$ cat src/rtl/i2c_scl_stretch_gen.sv
//==============================================================================
// Module      : i2c_scl_stretch_gen
// Description : I2C bit-clock generator. Produces a four-phase SCL period of
//               4*DIVIDER clk cycles, drives SCL open-drain and freezes the
//               phase counter while a slave stretches SCL low during the
//               SCL-high quarter. Status pulses feed the byte/bit sequencer.
//               Optional stretch timeout: define I2C_STRETCH_TIMEOUT_EN.
// Revision    : 1.0 - initial release
//==============================================================================
`default_nettype none

module i2c_scl_stretch_gen #(
    parameter int DIVIDER        = 6000,
    parameter int CBITS          = 15,
    parameter int SYNC_STAGES    = 2,
    parameter int TIMEOUT_CYCLES = 65535,
    parameter int TBITS          = 16
) (
    input  logic       clk,
    input  logic       rst,
    input  logic       ena,
    input  logic       scl_in,
    output logic       scl_oe,
    output logic       data_clk,
    output logic       data_clk_rise,
    output logic [1:0] phase,
    output logic       switch_range,
    output logic       stretching,
    output logic       busy,
    output logic       period_done,
    output logic       timeout
);

    // Quarter boundaries of the period, and the first count at which a low
    // synchroniser output reflects the line after SCL was released.
    localparam logic [CBITS-1:0] c_Q1       = CBITS'(DIVIDER);
    localparam logic [CBITS-1:0] c_Q2       = CBITS'(2 * DIVIDER);
    localparam logic [CBITS-1:0] c_Q3       = CBITS'(3 * DIVIDER);
    localparam logic [CBITS-1:0] c_LAST     = CBITS'(4 * DIVIDER - 1);
    localparam logic [CBITS-1:0] c_HOLD_MIN = CBITS'(2 * DIVIDER + SYNC_STAGES);

    // Elaboration-time sanity check on the parameter set.
    generate
        if ((DIVIDER <= SYNC_STAGES + 1) || (SYNC_STAGES < 2) ||
            ((2 ** CBITS) <= 4 * DIVIDER) || ((2 ** TBITS) <= TIMEOUT_CYCLES)) begin : g_bad_params
            $error("i2c_scl_stretch_gen: inconsistent parameters");
        end
    endgenerate

    typedef enum logic [0:0] {
        S_IDLE = 1'b0,
        S_RUN  = 1'b1
    } state_t;

    state_t           r_state;
    state_t           w_state_nxt;
    logic [CBITS-1:0] r_cnt;
    logic [CBITS-1:0] w_cnt_nxt;
    logic             w_adv;
    logic             w_pd_nxt;
    logic             w_str_nxt;

    logic [SYNC_STAGES-1:0] r_sync;
    logic                   w_scl_sync;
    logic                   w_in_p2;
    logic                   w_hold;
    logic                   w_to_hit;
    logic                   w_to_lock;

    logic       w_run_nxt;
    logic [1:0] w_phase_nxt;

    // Two-flop (or longer) synchroniser for the asynchronous SCL line.
    always_ff @(posedge clk) begin
        if (rst) begin
            r_sync <= '1;
        end else begin
            r_sync <= {r_sync[SYNC_STAGES-2:0], scl_in};
        end
    end

    assign w_scl_sync = r_sync[SYNC_STAGES-1];

    // Stretch is honoured only once the released-high level has had time to
    // propagate through the synchroniser; earlier low samples are stale.
    assign w_in_p2 = (r_cnt >= c_Q2) && (r_cnt < c_Q3);
    assign w_hold  = (r_state == S_RUN) && w_in_p2 && (r_cnt >= c_HOLD_MIN) && !w_scl_sync;

`ifdef I2C_STRETCH_TIMEOUT_EN
    logic [TBITS-1:0] r_tcnt;
    logic             r_timeout;

    assign w_to_hit  = w_hold && (r_tcnt == TBITS'(TIMEOUT_CYCLES - 1));
    assign w_to_lock = r_timeout;
    assign timeout   = r_timeout;

    // Stretch-length counter: counts consecutive hold cycles only.
    always_ff @(posedge clk) begin
        if (rst) begin
            r_tcnt <= '0;
        end else if (w_hold && !w_to_hit) begin
            r_tcnt <= r_tcnt + 1'b1;
        end else begin
            r_tcnt <= '0;
        end
    end

    // Sticky timeout flag; released by dropping ena for a cycle.
    always_ff @(posedge clk) begin
        if (rst) begin
            r_timeout <= 1'b0;
        end else if (w_to_hit) begin
            r_timeout <= 1'b1;
        end else if (!ena) begin
            r_timeout <= 1'b0;
        end
    end
`else
    assign w_to_hit  = 1'b0;
    assign w_to_lock = 1'b0;
    assign timeout   = 1'b0;
`endif

    // State and phase-counter register.
    always_ff @(posedge clk) begin
        if (rst) begin
            r_state <= S_IDLE;
            r_cnt   <= '0;
        end else begin
            r_state <= w_state_nxt;
            r_cnt   <= w_cnt_nxt;
        end
    end

    // Next state / next count: start on ena, freeze on hold, stop only at wrap.
    always_comb begin
        w_state_nxt = r_state;
        w_cnt_nxt   = r_cnt;
        w_adv       = 1'b0;
        w_pd_nxt    = 1'b0;
        w_str_nxt   = 1'b0;
        case (r_state)
            S_IDLE: begin
                w_cnt_nxt = '0;
                if (ena && !w_to_lock) begin
                    w_state_nxt = S_RUN;
                end
            end
            S_RUN: begin
                if (w_to_hit) begin
                    w_state_nxt = S_IDLE;
                    w_cnt_nxt   = '0;
                end else if (w_hold) begin
                    w_str_nxt = 1'b1;
                end else begin
                    w_adv = 1'b1;
                    if (r_cnt == c_LAST) begin
                        w_pd_nxt  = 1'b1;
                        w_cnt_nxt = '0;
                        if (!ena) begin
                            w_state_nxt = S_IDLE;
                        end
                    end else begin
                        w_cnt_nxt = r_cnt + 1'b1;
                    end
                end
            end
            default: begin
                w_state_nxt = S_IDLE;
                w_cnt_nxt   = '0;
            end
        endcase
    end

    assign w_run_nxt = (w_state_nxt == S_RUN);

    // Quarter decode of the count being written this edge.
    always_comb begin
        w_phase_nxt = 2'd0;
        if (w_run_nxt) begin
            if (w_cnt_nxt < c_Q1) begin
                w_phase_nxt = 2'd0;
            end else if (w_cnt_nxt < c_Q2) begin
                w_phase_nxt = 2'd1;
            end else if (w_cnt_nxt < c_Q3) begin
                w_phase_nxt = 2'd2;
            end else begin
                w_phase_nxt = 2'd3;
            end
        end
    end

    // Registered outputs, aligned with the count they describe.
    always_ff @(posedge clk) begin
        if (rst) begin
            busy          <= 1'b0;
            scl_oe        <= 1'b0;
            data_clk      <= 1'b0;
            data_clk_rise <= 1'b0;
            phase         <= 2'd0;
            switch_range  <= 1'b0;
            stretching    <= 1'b0;
            period_done   <= 1'b0;
        end else begin
            busy          <= w_run_nxt;
            scl_oe        <= w_run_nxt && !w_phase_nxt[1];
            data_clk      <= w_run_nxt && (w_phase_nxt[1] ^ w_phase_nxt[0]);
            data_clk_rise <= w_run_nxt && w_adv && (w_cnt_nxt == c_Q1);
            phase         <= w_phase_nxt;
            switch_range  <= w_run_nxt && (w_phase_nxt == 2'd2);
            stretching    <= w_str_nxt;
            period_done   <= w_pd_nxt;
        end
    end

endmodule

`default_nettype wire

$ cat config.mk
export PLATFORM = sky130hd
export DESIGN_NAME = i2c_scl_stretch_gen
export DESIGN_NICKNAME = d
export VERILOG_FILES = /design/src/rtl/i2c_scl_stretch_gen.sv
export SDC_FILE = /design/constraint.sdc
export NUM_CORES = 1
export LEC_CHECK = 0
export CORE_MARGIN = 2
export CORE_UTILIZATION = 45
export DETAILED_ROUTE_END_ITERATION = 8
export GPL_TIMING_DRIVEN = 0
export PLACE_DENSITY = 0.76
export SKIP_CTS_REPAIR_TIMING = 1
export SYNTH_ARGS = -nofsm -noshare
export SYNTH_HDL_FRONTEND = slang
export SYNTH_SLANG_ARGS = --single-unit
$ cat constraint.sdc
create_clock -name clk -period 6 [get_ports clk]
set_clock_uncertainty 0.2 [all_clocks]
set_input_delay 0.6 -clock clk [delete_from_list [all_inputs] [get_ports clk]]
set_output_delay 0.6 -clock clk [all_outputs]
set_load 0.01 [all_outputs]
---- After elaboration in Yosys (flattened, before gate mapping) ----
Cells that the tools add are included.
storage, ports and cells
  register bits after elaboration ......... 26
  bits of input ports ..................... 4
  logic and storage cells ................. 50
operators by class
  add/subtract/negate cells ............... 1
  $lt $le $gt $ge ......................... 6
  eq/ne operators ......................... 3
  muxes and demuxes ....................... 15
  bitwise operators ....................... 2
  reduce and logical (&&, ||, !) cells .... 13
operators by type and width
  cell                                                                      number
  15-bit by 14-bit >= comparator with 1-bit output (second input constant)  2
  15-bit < comparator (second input constant)                               2
  15-bit 2-to-1 mux                                                         2
  15-bit case mux with 2 select lines                                       1
  15-bit by 1-bit adder with 15-bit output (second input constant)          1
  15-bit by 13-bit equality test with 1-bit output (second input constant)  1
  15-bit equality test (second input constant)                              1
  15-bit by 13-bit < comparator with 1-bit output (second input constant)   1
  15-bit by 14-bit < comparator with 1-bit output (second input constant)   1
  1-bit logical AND                                                         9
  1-bit 2-to-1 mux                                                          8
  2-bit 2-to-1 mux                                                          3
  3-bit OR reduction                                                        1
  2-bit equality test (second input constant)                               1
  1-bit logical NOT                                                         2
  1-bit case mux with 2 select lines                                        1
  2-bit OR reduction                                                        1
  1-bit NOT                                                                 1
  1-bit XOR                                                                 1

---- Depth between registers and ports, before layout ----
  word-level depth ........................ 14
  depth in mapped cells ................... 13
  depth with buffers taken out ............ 11

---- Least setup slack after synthesis ----
Ideal clock, no wire load.
  kind .................................... register to register
  start ................................... register r_cnt[1]
  end ..................................... register data_clk
  arrival time ............................ 2761 ps
  setup slack ............................. 2974 ps
  stages on the path, launching flop included .. 13
  clock period less this slack ............ 3026 ps
  path through ............................ dfxtp_1 ha_1 clkbuf_1 nand3b_1 or4_1 clkbuf_1 and2_1 o21ai_1 a21oi_1 o31a_1 o31ai_1 ha_1 nor2_1
between the ends
  longest elaborated chain between the ends .. 14
  elaborated cells between the ends (all ways) .. 24
  those cells by class .................... 1 x add/sub; 6 x order compare; 1 x eq/ne; 10 x mux; 1 x bitwise; 5 x reduce/logical
ends and longest elaborated chain
  what                                                                                            line  text
  start: declaration                                                                              57    logic [CBITS-1:0] r_cnt;
  start signal: assignment                                                                        131   r_cnt <= w_cnt_nxt;
  15-bit by 14-bit >= comparator with 1-bit output / 15-bit < comparator (equally long branches)  86    assign w_in_p2 = (r_cnt >= c_Q2) && (r_cnt < c_Q3);
  1-bit logical AND                                                                               86
  1-bit logical AND (3 in series)                                                                 87    assign w_hold = (r_state == S_RUN) && w_in_p2 && (r_cnt >= c_HOLD_MIN) && !w_scl_sync;
  15-bit 2-to-1 mux                                                                               153   end else if (w_hold) begin
  15-bit case mux with 2 select lines                                                             142   case (r_state)
  15-bit < comparator                                                                             185   end else if (w_cnt_nxt < c_Q3) begin
  1-bit 2-to-1 mux                                                                                185
  2-bit 2-to-1 mux                                                                                183   end else if (w_cnt_nxt < c_Q2) begin
  2-bit 2-to-1 mux                                                                                181   if (w_cnt_nxt < c_Q1) begin
  2-bit 2-to-1 mux                                                                                180   if (w_run_nxt) begin
  1-bit XOR                                                                                       207   data_clk <= w_run_nxt && (w_phase_nxt[1] ^ w_phase_nxt[0]);
  1-bit logical AND *                                                                             207
  end signal: assignment                                                                          207
  end: declaration                                                                                24    output logic data_clk,
Every way passes the cells marked *; elsewhere a longest branch is shown, timed or not.
A chain may end at the register's enable or synchronous reset.

---- Worst setup path after layout ----
Same ends and word-level chain as after synthesis.

==> results.json <==
{
  "status": "finished clean",
  "rsz0062_at_grt": "false",
  "yosys.area.top_type": "dfxtp_1",
  "first_iter_violations": 74,
  "p_leak_nw": 0.589,
  "async_flop_share_pct": 0,
  "cp.arrival_ns": 3.58,
  "syn_nets": 198,
  "dieHeight_microns": 62.7,
  "io_pins": 14,
  "period_needed_ns": 3.51,
  "grt_pass1_wl_mm": 5.98,
  "gp_congestion": 0.893,
  "seq_area_frac_synth_pct": 33.6,
  "synth_most_common_cell": "nor2_1",
  "finalSetupViolations": 0,
  "crit_chain": "ha_1 > clkbuf_1 > nand3b_1 > or4_1 > clkbuf_1 > and2_1 > o21ai_1 > a21oi_1 > o31a_1 > o31ai_1 > ha_1 > nor2_1",
  "final_layout_size_suffix_gt1_share_pct": 8.70,
  "worstSetupStartpoint": "r_cnt[1]",
  "min-delay-start": "r_sync[0]",
  "h-tree-depth": 1,
  "critical_path.endpoint": "data_clk",
  "fmax_mhz": 285,
  "worstHoldPathCells": 1,
  "dp_hpwl_mm": 2.51,
  "vias": 1413,
  "worstMarginPinSlew_ns": 0.532,
  "maxCapViolCount": 0,
  "track_usage_pct": 18.7,
  "r2r-start": "r_cnt[1]",
  "clkSinkCount": 26,
  "ir_drop_mv": 0.0928,
  "regToRegSetupSlack_ns": 2.49,
  "yosys_warnings": 0,
  "crit_path_max_fanout": 9,
  "area_growth_pct": 14.9,
  "placed_area_sq_um": 1730,
  "max_slew_margin_pct": 64.5,
  "power_density_nw_per_um2": 175,
  "start_util_pct": 46.8,
  "critPathMaxStageDelay_ns": 0.52,
  "grt_max_degree": 16,
  "path_class": "register to register",
  "fin_nets": 215,
  "ys_ff_latch": 26,
  "gr-total-overflow": 0,
  "clkSlewWorstSetupHoldPaths_ns": 0.15,
  "cpMaxStageDelayCell": "or4_1",
  "synthCells": 191,
  "numPortBuffers": 12,
  "cp.required_ns": 6.08,
  "worst_hold_slack_ns": 0.227,
  "grt_pass1_vias": 1317,
  "routedWlPerCell_microns": 13.6,
  "place_inst": 249,
  "finalCritPeriodShare_pct": 58.4,
  "synth.distinct_cells": 52,
  "clkLatencyLatePin_ns": 0.32,
  "synth.area.top_cells": "dfxtp_1 (34%), nor2_1 (7.0%), xnor2_1 (5.1%), nand2_1 (4.1%), nand3_1 (3.6%)",
  "die_area_sq_um": 3930,
  "core_area_sq_um": 3310,
  "num_antenna_cells": 0,
  "yosys-top-cells-count": "nor2_1 (29), dfxtp_1 (26), nand2_1 (17), nand3_1 (11), xnor2_1 (9)",
  "worstHoldPathType": "register to register",
  "synth_top_area_share_pct": 33.6,
  "routed_wl_mm": 3.44,
  "ff2ff_path_depth": 12,
  "cp_num_cells": 12,
  "final_cells": 253,
  "vias_per_cell": 5.58,
  "setup_tns_ns": 0,
  "final_antenna_net_count": 0,
  "cts_max_path_buffers": 2,
  "start_kind": "register",
  "pre_cts_slack_ns": 2.56,
  "hold_viol_final": 0,
  "crit_buf_inv": 2,
  "cts_buffers": 3,
  "cts_tree": "done",
  "synth-main-ff-cell": "dfxtp_1",
  "die-width_microns": 62.7,
  "cts-root-buf": "clkbuf_4",
  "fillers": 345,
  "setup_ws_ns": 2.49,
  "syn_area_sq_um": 1550,
  "drtPass1Iterations": 4,
  "antenna_found_initial": 0,
  "r2r_end": "data_clk",
  "cp-end-kind": "register",
  "slew_viol_final": 0,
  "final_area_sq_um": 1780,
  "synth.avg_cell_area_sq_um": 8.12,
  "drc_errors": 0,
  "synth_edf_count": 0,
  "cp_top_family": "simple AND/OR/NAND/NOR gates",
  "std_cell_rows": 21
}
## cells by family (layout without fill, tap and decap cells)
logic type / Yosys count / in the layout / share of synthesized area [%]
compound gates: 36 / 36 / 17.8
xor+xnor: 13 / 13 / 7.34
other cells: 1 / 1 / 0.242
mux: 1 / 1 / 0.646
flops: 26 / 26 / 33.6
simple gates: 93 / 93 / 32.7
buf+inv: 18 / 34 / 5.33
fa+ha+maj: 3 / 3 / 2.42
## worst min-delay path by stage
stage                      to  slack [ns]
global route        r_sync[1]        0.25
CTS                 r_sync[1]        0.23
detailed placement  r_sync[1]        0.20
finish              r_sync[1]        0.23
global placement    r_sync[1]        0.19
floorplan           r_sync[1]        0.19
## per-layer routing
layer / vias to the layer above / track usage, % / wire, microns
met3: 5 / 3.78 / 161
met1: 664 / 24.7 / 1660
met2: 39 / 30.8 / 1590
li1: 705 / - / -
met5: - / 0 / 0
met4: 0 / 5.83 / 29
## final cells by class
type / instances / area (sq um) / area share, %
multi-input combinational: 147 / 947 / 53.2
sequential: 26 / 520 / 29.2
timing repair buffer: 12 / 120 / 6.75
buffer: 12 / 60.1 / 3.37
tap: 46 / 57.6 / 3.23
clock inverter: 1 / 30.0 / 1.69
clock buffer: 3 / 22.5 / 1.26
inverter: 6 / 22.5 / 1.26
## state kept, by name, summed over array words and instances, names as in the netlist
register and cells:
busy 1, r_cnt 15, phase 2, data_clk_rise 1
data_clk 1, r_sync 2, switch_range 1, stretching 1
scl_oe 1, period_done 1
## report_power, final
group / switching, mW / internal, mW
clock network: 0.0527 / 0.0676
logic: 0.00815 / 0.00659
registers: 0.00178 / 0.175
total: 0.0626 / 0.249
## through the flow
stage	utilization [%]	power (mW)
after floorplan	-	0.189
after global placement	52.2	0.195
after detailed placement	52.2	0.195
after CTS	53.8	0.317
after global routing	53.8	0.328
final	53.8	0.312
## layout by cell type, fill, tap and decap left out, drive strengths merged, types with 6 or more instances in the layout
| master | netlist | final |
|---|---|---|
| clkbuf | 7 | 10 |
| clkdlybuf4s50 | 0 | 12 |
| dfxtp | 26 | 26 |
| inv | 6 | 6 |
| nand2 | 17 | 17 |
| nand3 | 11 | 11 |
| nor2 | 29 | 29 |
| xnor2 | 9 | 9 |
Note: power is estimated with default switching activity, not from simulation.
